`config.mk`:
```
export PLATFORM = sky130hd
export DESIGN_NAME = dmem_arb_ctrl
export DESIGN_NICKNAME = d
export VERILOG_FILES = /design/src/rtl/dmem_arb_ctrl.sv
export SDC_FILE = /design/constraint.sdc
export NUM_CORES = 1
export LEC_CHECK = 0
export CAP_MARGIN = 20
export CORE_UTILIZATION = 42
export DETAILED_ROUTE_END_ITERATION = 8
export PLACE_DENSITY = 0.85
export SETUP_SLACK_MARGIN = 0.1
export SLEW_MARGIN = 20
export SYNTH_ARGS = -nofsm -noshare
export SYNTH_HDL_FRONTEND = slang
export SYNTH_SLANG_ARGS = --single-unit
```
`constraint.sdc`:
```
create_clock -name clk -period 3.6 [get_ports clk]
set_clock_uncertainty 0.15 [all_clocks]
set_input_delay 0.72 -clock clk [delete_from_list [all_inputs] [get_ports clk]]
set_output_delay 0.72 -clock clk [all_outputs]
set_load 0.02 [all_outputs]
```
`src/rtl/dmem_arb_ctrl.sv`:
```
// dmem_arb_ctrl: two-port round-robin controller in front of a single-port,
// word-only data memory. Adds byte/half loads with zero/sign extension and
// byte/half stores as a two-cycle read-modify-write.
// Optional feature macro: DMEM_ARB_CTRL_ALIGN_CHECK_EN (misalignment -> err).
module dmem_arb_ctrl #(
  parameter logic RR_INIT = 1'b0
) (
  input  logic        clk,
  input  logic        reset,
  input  logic        req0,
  input  logic        req1,
  input  logic        we0,
  input  logic        we1,
  input  logic [1:0]  size0,
  input  logic [1:0]  size1,
  input  logic        sx0,
  input  logic        sx1,
  input  logic [31:0] addr0,
  input  logic [31:0] addr1,
  input  logic [31:0] wdata0,
  input  logic [31:0] wdata1,
  output logic        ack0,
  output logic        ack1,
  output logic        err0,
  output logic        err1,
  output logic [31:0] rdata0,
  output logic [31:0] rdata1,
  output logic        mem_wr_en,
  output logic [31:0] mem_addr,
  output logic [31:0] mem_wr_data,
  input  logic [31:0] mem_rd_data
);

  typedef enum logic {IDLE = 1'b0, MERGE = 1'b1} state_t;

  state_t      state_reg;
  logic        rr_reg;
  logic        own_reg;
  logic [31:0] hold_reg;
  logic [31:0] wrep_reg;
  logic [29:0] waddr_reg;
  logic [3:0]  mask_reg;

  logic        any_req;
  logic        gnt;
  logic        g_we;
  logic        g_sx;
  logic [1:0]  g_size;
  logic [31:0] g_addr;
  logic [31:0] g_wdata;
  logic        is_byte;
  logic        is_half;
  logic        is_word;
  logic        misal;
  logic [1:0]  lane;
  logic [7:0]  sel_byte;
  logic [15:0] sel_half;
  logic [31:0] load_data;
  logic [3:0]  lane_mask;
  logic [31:0] wrep;
  logic        start_merge;
  logic [31:0] merge_data;
  logic [1:0]  ack_v;
  logic [1:0]  err_v;
  logic [31:0] rdata_v;
  logic        rdata_en;

  // Arbitration: a lone requester wins, a tie goes to the port named by rr.
  always_comb begin
    any_req = req0 | req1;
    gnt     = (req0 && req1) ? rr_reg : req1;
    g_we    = gnt ? we1    : we0;
    g_sx    = gnt ? sx1    : sx0;
    g_size  = gnt ? size1  : size0;
    g_addr  = gnt ? addr1  : addr0;
    g_wdata = gnt ? wdata1 : wdata0;
  end

  // Decode the granted access: lane, load extraction, store lane mask.
  always_comb begin
    is_byte = (g_size == 2'b00);
    is_half = (g_size == 2'b01);
    is_word = g_size[1];
`ifdef DMEM_ARB_CTRL_ALIGN_CHECK_EN
    misal = (is_half && g_addr[0]) || (is_word && (g_addr[1:0] != 2'b00));
`else
    misal = 1'b0;
`endif
    // Without the check, low address bits below the access size are dropped.
    if (is_byte)      lane = g_addr[1:0];
    else if (is_half) lane = {g_addr[1], 1'b0};
    else              lane = 2'b00;
    sel_byte = mem_rd_data[8*lane +: 8];
    sel_half = lane[1] ? mem_rd_data[31:16] : mem_rd_data[15:0];
    if (is_byte)      load_data = {{24{g_sx & sel_byte[7]}}, sel_byte};
    else if (is_half) load_data = {{16{g_sx & sel_half[15]}}, sel_half};
    else              load_data = mem_rd_data;
    lane_mask = is_byte ? (4'b0001 << lane) : (lane[1] ? 4'b1100 : 4'b0011);
    wrep      = is_byte ? {4{g_wdata[7:0]}} : {2{g_wdata[15:0]}};
    start_merge = any_req && g_we && !is_word && !misal;
  end

  // Merge word built only from registered state, so mem_rd_data never
  // reaches mem_wr_data combinationally.
  generate
    for (genvar gi = 0; gi < 4; gi++) begin : g_merge
      assign merge_data[8*gi +: 8] = mask_reg[gi] ? wrep_reg[8*gi +: 8]
                                                  : hold_reg[8*gi +: 8];
    end
  endgenerate

  // Memory-side and requester-side outputs; everything quiet during reset.
  always_comb begin
    ack_v       = 2'b00;
    err_v       = 2'b00;
    rdata_v     = 32'h0;
    rdata_en    = 1'b0;
    mem_wr_en   = 1'b0;
    mem_addr    = 32'h0;
    mem_wr_data = 32'h0;
    if (!reset) begin
      case (state_reg)
        IDLE: begin
          if (any_req) begin
            mem_addr = {g_addr[31:2], 2'b00};
            if (misal) begin
              ack_v[gnt] = 1'b1;
              err_v[gnt] = 1'b1;
            end else if (!g_we) begin
              ack_v[gnt] = 1'b1;
              rdata_v    = load_data;
              rdata_en   = 1'b1;
            end else if (is_word) begin
              ack_v[gnt]  = 1'b1;
              mem_wr_en   = 1'b1;
              mem_wr_data = g_wdata;
            end
          end
        end
        MERGE: begin
          mem_addr       = {waddr_reg, 2'b00};
          mem_wr_en      = 1'b1;
          mem_wr_data    = merge_data;
          ack_v[own_reg] = 1'b1;
        end
        default: ;
      endcase
    end
  end

  assign ack0   = ack_v[0];
  assign ack1   = ack_v[1];
  assign err0   = err_v[0];
  assign err1   = err_v[1];
  assign rdata0 = (rdata_en && ack_v[0]) ? rdata_v : 32'h0;
  assign rdata1 = (rdata_en && ack_v[1]) ? rdata_v : 32'h0;

  // FSM: IDLE handles one-cycle accesses; sub-word stores capture the old
  // word and lock the grant for one MERGE cycle. rr moves past each finisher.
  always_ff @(posedge clk) begin
    if (reset) begin
      state_reg <= IDLE;
      rr_reg    <= RR_INIT;
      own_reg   <= 1'b0;
      hold_reg  <= 32'h0;
      wrep_reg  <= 32'h0;
      waddr_reg <= 30'h0;
      mask_reg  <= 4'h0;
    end else begin
      case (state_reg)
        IDLE: begin
          if (start_merge) begin
            state_reg <= MERGE;
            own_reg   <= gnt;
            hold_reg  <= mem_rd_data;
            wrep_reg  <= wrep;
            waddr_reg <= g_addr[31:2];
            mask_reg  <= lane_mask;
          end else if (any_req) begin
            rr_reg <= ~gnt;
          end
        end
        MERGE: begin
          state_reg <= IDLE;
          rr_reg    <= ~own_reg;
        end
        default: state_reg <= IDLE;
      endcase
    end
  end

endmodule
```
==> impl_metrics.csv, run 1 <==
group,metric,value,unit
timing,drv_slew,0,
die,die_w,125,um
worst_setup_path,rr_worst_depth,8,
clock_network,ctsHtreeMaxLevel,3,
worst_setup_path,critical_path_arrival,2.98,ns
timing,final.period_utilization,107,%
finish,num_antenna_cells,0,
synthesis,synth-seq-cells,85,
synthesis,synthTopCellsByArea,"dfxtp_1, mux2i_1, a211oi_1",
synthesis,synth-async-reset-ratio,0,%
finish,drive_gt1_share,29.3,%
synthesis,yosysWarnings,0,
timing,worstMarginPinSlew,0.874,ns
clock_network,clockRootBuffer,"clkbuf_16",
worst_hold_path,min_path_type,"reg2reg",
placed_design,port_buffers,300,
clock_network,path_clk_slew,0.07,ns
finish,largest_reg_flops,32,
routing,ant_nets,0,
routing,via_per_inst,6.40,
timing,fin_hold_ws,0.311,ns
die,std_cell_rows,44,
power,power.share.sequential,30.8,%
synthesis,yosysSeqAreaShare,27.0,%
routing,drc,21,
clock_network,cts_buffer_depth,2,
worst_setup_path,end_kind,"output pin",
timing,setup_viol,56,
global_routing,antenna_found_initial,0,
global_routing,grt_pass1_vias,8740,
power,clkPwrFrac,27.1,%
run_status,violations,"design-rule violations, negative setup slack",
timing,finalCriticalPeriod,3.85,ns
routing,drt-initial-drc-count,1289,
die,die_y,125,um
worst_hold_path,holdPathStages,2,
die,ioPinCount,305,
timing,tns,-5.43,ns
worst_setup_path,path_max_fanout,3,
routing,dr_total_vias,9113,
power,p_sw_share,36.9,%
synthesis,yosysTopAreaCell,"dfxtp_1",
power,leakagePower,4.72,nW
power,p_int,2.21,mW
power,power_density,299,nW/um2
synthesis,synthCells,840,
routing,first_pass_iters,9,
job,maxCapViolCount,0,
synthesis,synth_area,6310,um2
finish,final_nets,1406,
placed_design,hpwl,19000,um
routing,drt-total-wl,33700,um
global_routing,grtUsageTotal,36.7,%
synthesis,synth_top_area_share,27.0,%
clock_network,cts_sinks,85,
worst_setup_path,cp-start-kind,"primary input",
timing,rsz0062_at_grt,"true",
worst_setup_path,critPathKind,"in2out",
synthesis,yosysMostFrequentCell,"mux2i_1",
power,p_switching,1.29,mW
clock_network,clk_latency,0.35,ns
finish,syn_to_final_growth,85.1,%
global_routing,grt_first_pass_wirelength,45800,um
clock_network,cts_tree,"done",
die,start_util,43.3,%
synthesis,synth_edf_count,0,
synthesis,synth_common_cells,"mux2i_1, nor2_1, nand2_1, dfxtp_1, a211oi_1",
timing,finalWorstSetupSlack,-0.246,ns
synthesis,synth_top_flop_cell,"dfxtp_1",
die,core,14600,um2
worst_setup_path,worstPathRequired,2.73,ns
synthesis,syn_area_per_cell,7.51,um2
timing,max_freq,0.260,GHz
timing,hold_viol,0,
routing,routedWlPerCell,23.7,um
clock_network,cts_made_buffers,9,
run_status,status,"finished, violations left",
synthesis,ys_types,53,
global_routing,grt_overflow,0,
power,ir_worst_vdd,0.246,mV
global_routing,grt_max_degree,84,
placed_design,place.gp.congestion,0.955,
power,pwr-share-comb,42.0,%
timing,slew_headroom,41.1,%
die,dieArea,15500,um2
## worst max-delay path, stage by stage
cell	delay, ns
clkdlybuf4s15_1	0.18
and2b_1	0.16
buf_6	0.11
buf_4	0.12
nand4_1	0.17
a21oi_1	0.63
a2111oi_4	0.11
a222oi_1	0.36
buf_4	0.20
nor2_1	0.04
buf_4	0.16
## metal layers
layer | global-route usage [%] | up-vias | routed length [um]
met3 | 8.93 | 318 | 4200
met1 | 40.1 | 4140 | 11000
met2 | 63.3 | 831 | 15300
met5 | 0 | - | 42
met4 | 23.7 | 2 | 3170
li1 | - | 3822 | -
## power groups by stage
| stage | Clock [mW] | Sequential [mW] | Combinational [mW] |
|---|---|---|---|
| after floorplan | 0 | 1.06 | 0.599 |
| after global placement | 0 | 1.09 | 1.15 |
| after detailed placement | 0 | 1.09 | 1.17 |
| after CTS | 0.944 | 1.07 | 1.33 |
| after global routing | 0.996 | 1.08 | 1.53 |
| final | 0.949 | 1.08 | 1.47 |
## logic make-up (layout without fill, tap and decap cells)
logic type / after synthesis / after routing / share of synthesized area [%]
other cells: 1 / 4 / 0.0594
flops: 85 / 85 / 27.0
simple gates: 312 / 312 / 22.2
buf+inv: 92 / 488 / 6.54
mux: 124 / 124 / 19.8
compound gates: 226 / 226 / 24.4
## cell usage in the layout (no fill, tap or decap), drive strengths merged, types with 3 or more instances in the layout
cell           synthesis  final
buf                   35    221
clkdlybuf4s50          0    190
mux2i                115    115
nor2                 111    111
nand2                105    105
dfxtp                 85     85
a211oi                56     56
a21oi                 53     53
o21ai                 53     53
o22a                  38     38
nor3                  32     32
clkbuf                50     32
dlygate4sd2            0     16
nor2b                 15     15
nor4                  15     15
clkdlybuf4s15          0     13
inv                    7     11
mux2                   9      9
and2                   8      8
nand3                  5      5
nand4                  5      5
o221ai                 5      5
o211ai                 4      4
conb                   1      4
nand2b                 4      4
a31oi                  3      3
and3                   3      3
## path summary, 6_finish.rpt
| check | slack [ns] | startpoint | end |
|---|---|---|---|
| min | 0.31 | hold_reg[8] | hold_reg[8] |
| max | -0.25 | addr1[1] | rdata1[2] |
| max reg2reg | 0.93 | rr_reg | hold_reg[20] |
| min reg2reg | 0.31 | hold_reg[8] | hold_reg[8] |
## area by class of cell
type                       instances  area, um2
fill                             800       2910
tap                              184        230
timing repair buffer             465       4410
sequential                        85       1700
inverter                           7       26.3
clock inverter                     7       75.1
clock buffer                       9        225
multi-input combinational        666       5010
## metrics by stage
| stage | worst slack (ns) | area [um2] | utilization [%] | power, mW | std cells |
|---|---|---|---|---|---|
| floorplan | 0.0978 | 6390 | - | 1.66 | 843 |
| global placement | -0.709 | 10400 | 71.1 | 2.24 | 1379 |
| detailed placement | -0.762 | 10400 | 71.1 | 2.26 | 1379 |
| CTS | -0.0525 | 11400 | 78.3 | 3.35 | 1425 |
| global route | -0.359 | 11700 | 80.1 | 3.61 | 1423 |
| finish | -0.246 | 11700 | 80.1 | 3.50 | 1423 |
## repair_timing
action / 4_1_cts / 5_1_grt
setup endpoints to repair: 129 / 99
gates resized for setup: 487 / 143
pin swaps: 31 / 23
hold buffers: 0 / 0
buffers inserted: 23 / 6
cloned: 7 / 2
(Power assumes the default switching activity.)
==> run 2: changes to the inputs <==
--- a/config.mk
+++ b/config.mk
@@ -6,6 +6,7 @@
 export NUM_CORES = 1
 export LEC_CHECK = 0
 export CAP_MARGIN = 20
+export CORE_ASPECT_RATIO = 0.8
 export CORE_UTILIZATION = 42
 export DETAILED_ROUTE_END_ITERATION = 8
 export PLACE_DENSITY = 0.85
==> impl_metrics.csv, run 2 (synthesis results as in run 1) <==
group,metric,value,unit
timing,worstMarginPinSlew,1.02,ns
die,std_cell_rows,39,
placed_design,place.gp.congestion,0.916,
clock_network,cts_made_buffers,9,
finish,num_antenna_cells,0,
finish,largest_reg_flops,32,
die,die_y,112,um
timing,finalWorstSetupSlack,-0.422,ns
finish,layout_commonest_cell,"clkdlybuf4s50_1",
clock_network,cts_buffer_depth,2,
timing,final.period_utilization,112,%
timing,max_freq,0.249,GHz
timing,setup_viol,51,
finish,syn_to_final_growth,81.2,%
power,leakagePower,4.77,nW
worst_hold_path,min_path_type,"reg2reg",
clock_network,path_clk_slew,0.06,ns
clock_network,ctsHtreeMaxLevel,3,
finish,final_nets,1408,
global_routing,grt_first_pass_wirelength,43200,um
timing,finalCriticalPeriod,4.02,ns
worst_setup_path,critPathKind,"in2out",
worst_setup_path,path_max_fanout,4,
clock_network,cts_sinks,85,
die,dieArea,15500,um2
timing,rsz0062_at_grt,"true",
finish,fin_cells,1425,
job,maxCapViolCount,0,
clock_network,holdBufCountCts,0,
global_routing,grt_max_degree,82,
finish,final_cell_mix,"clkdlybuf4s50_1, buf_4, mux2i_1",
die,ioPinCount,305,
routing,dr_total_vias,8894,
placed_design,dpl_worst_slack,-0.726,ns
routing,drt-total-wl,32700,um
routing,drt-initial-drc-count,1265,
finish,drive_gt1_share,28.8,%
routing,routedWlPerCell,22.9,um
routing,ant_nets,0,
worst_setup_path,end_kind,"output pin",
power,power_density,304,nW/um2
placed_design,hpwl,19700,um
die,start_util,43.5,%
run_status,violations,"design-rule violations, negative setup slack",
power,ir_worst_vdd,0.286,mV
worst_setup_path,worstPathRequired,2.73,ns
global_routing,grt_pass1_vias,7890,
run_status,status,"finished, violations left",
worst_setup_path,cp-start-kind,"primary input",
routing,drc,18,
placed_design,placed_area,10300,um2
routing,via_per_inst,6.24,
global_routing,grt_overflow,0,
timing,fin_hold_ws,0.312,ns
timing,drv_slew,0,
placed_design,dp.cells,1365,
worst_setup_path,critical_path_arrival,3.15,ns
global_routing,antenna_found_initial,1,
timing,slew_headroom,31.2,%
clock_network,clockRootBuffer,"clkbuf_16",
die,die_w,139,um
placed_design,port_buffers,300,
die,core,14500,um2
timing,hold_viol,0,
finish,final_area,11400,um2
routing,first_pass_iters,9,
clock_network,cts_tree,"done",
clock_network,clk_latency,0.35,ns
global_routing,grtUsageTotal,35.6,%
[run 2: cell count changes in the layout (fill, tap and decap cells not counted), moves of 5 or more]
cell and change:
clkdlybuf4s50_1 -18, nor3_4 -17, buf_2 +16, nor3_1 +13, buf_6 -10, dlygate4sd2_1 +10
o21ai_0 +5
[run 2: area by class of cell]
type	count	area, um2
Clock buffer	10	239
Sequential cell	85	1700
Clock inverter	6	70.1
Tap cell	184	230
Inverter	7	26.3
Fill cell	887	3060
Multi-Input combinational cell	666	4810
Timing Repair Buffer	467	4350
[run 2: final timing paths]
path / slack [ns] / startpoint / end / cells past startpoint
min reg2reg: 0.31 / hold_reg[17] / hold_reg[17] / 2
max: -0.42 / req0 / rdata1[2] / 10
max reg2reg: 1.07 / rr_reg / hold_reg[27] / 8
min: 0.31 / hold_reg[17] / hold_reg[17] / 2
[run 2: routing by layer]
layer  global-route usage, %  up-vias  wire length, um
met5                       0        -               13
met4                    13.3        2             2270
met3                    9.33      241             3870
met2                    59.9      781            14700
met1                    43.7     4036            11900
li1                        -     3834                -
[run 2: worst max-delay path: stages]
cell       delay, ns
buf_8           0.10
and2b_2         0.22
buf_4           0.15
o211ai_1        0.36
a21oi_1         0.20
a2111oi_2       0.65
a222oi_1        0.26
buf_4           0.20
nor2_1          0.10
buf_2           0.19
[run 2: through the flow]
step | setup TNS [ns] | util (%) | power, mW
2_1_floorplan | 0 | - | 1.66
3_3_place_gp | -64.67 | 71.1 | 2.23
3_5_place_dp | -68.57 | 71.1 | 2.25
4_1_cts | 0 | 76.6 | 3.32
5_1_grt | -5.66 | 78.9 | 3.58
6_report | -3.65 | 78.9 | 3.48
[run 2: what timing repair did]
| action | 4_1_cts | 5_1_grt |
|---|---|---|
| endpoints found under the setup margin | 127 | 110 |
| gates resized for setup | 478 | 113 |
| buffers inserted | 17 | 16 |
| gates cloned | 6 | 6 |
| pin swaps | 14 | 27 |
[run 2: power breakdown]
group | internal (mW) | switching [mW]
sequential | 1.01 | 0.0658
clock | 0.563 | 0.416
combinational | 0.686 | 0.732
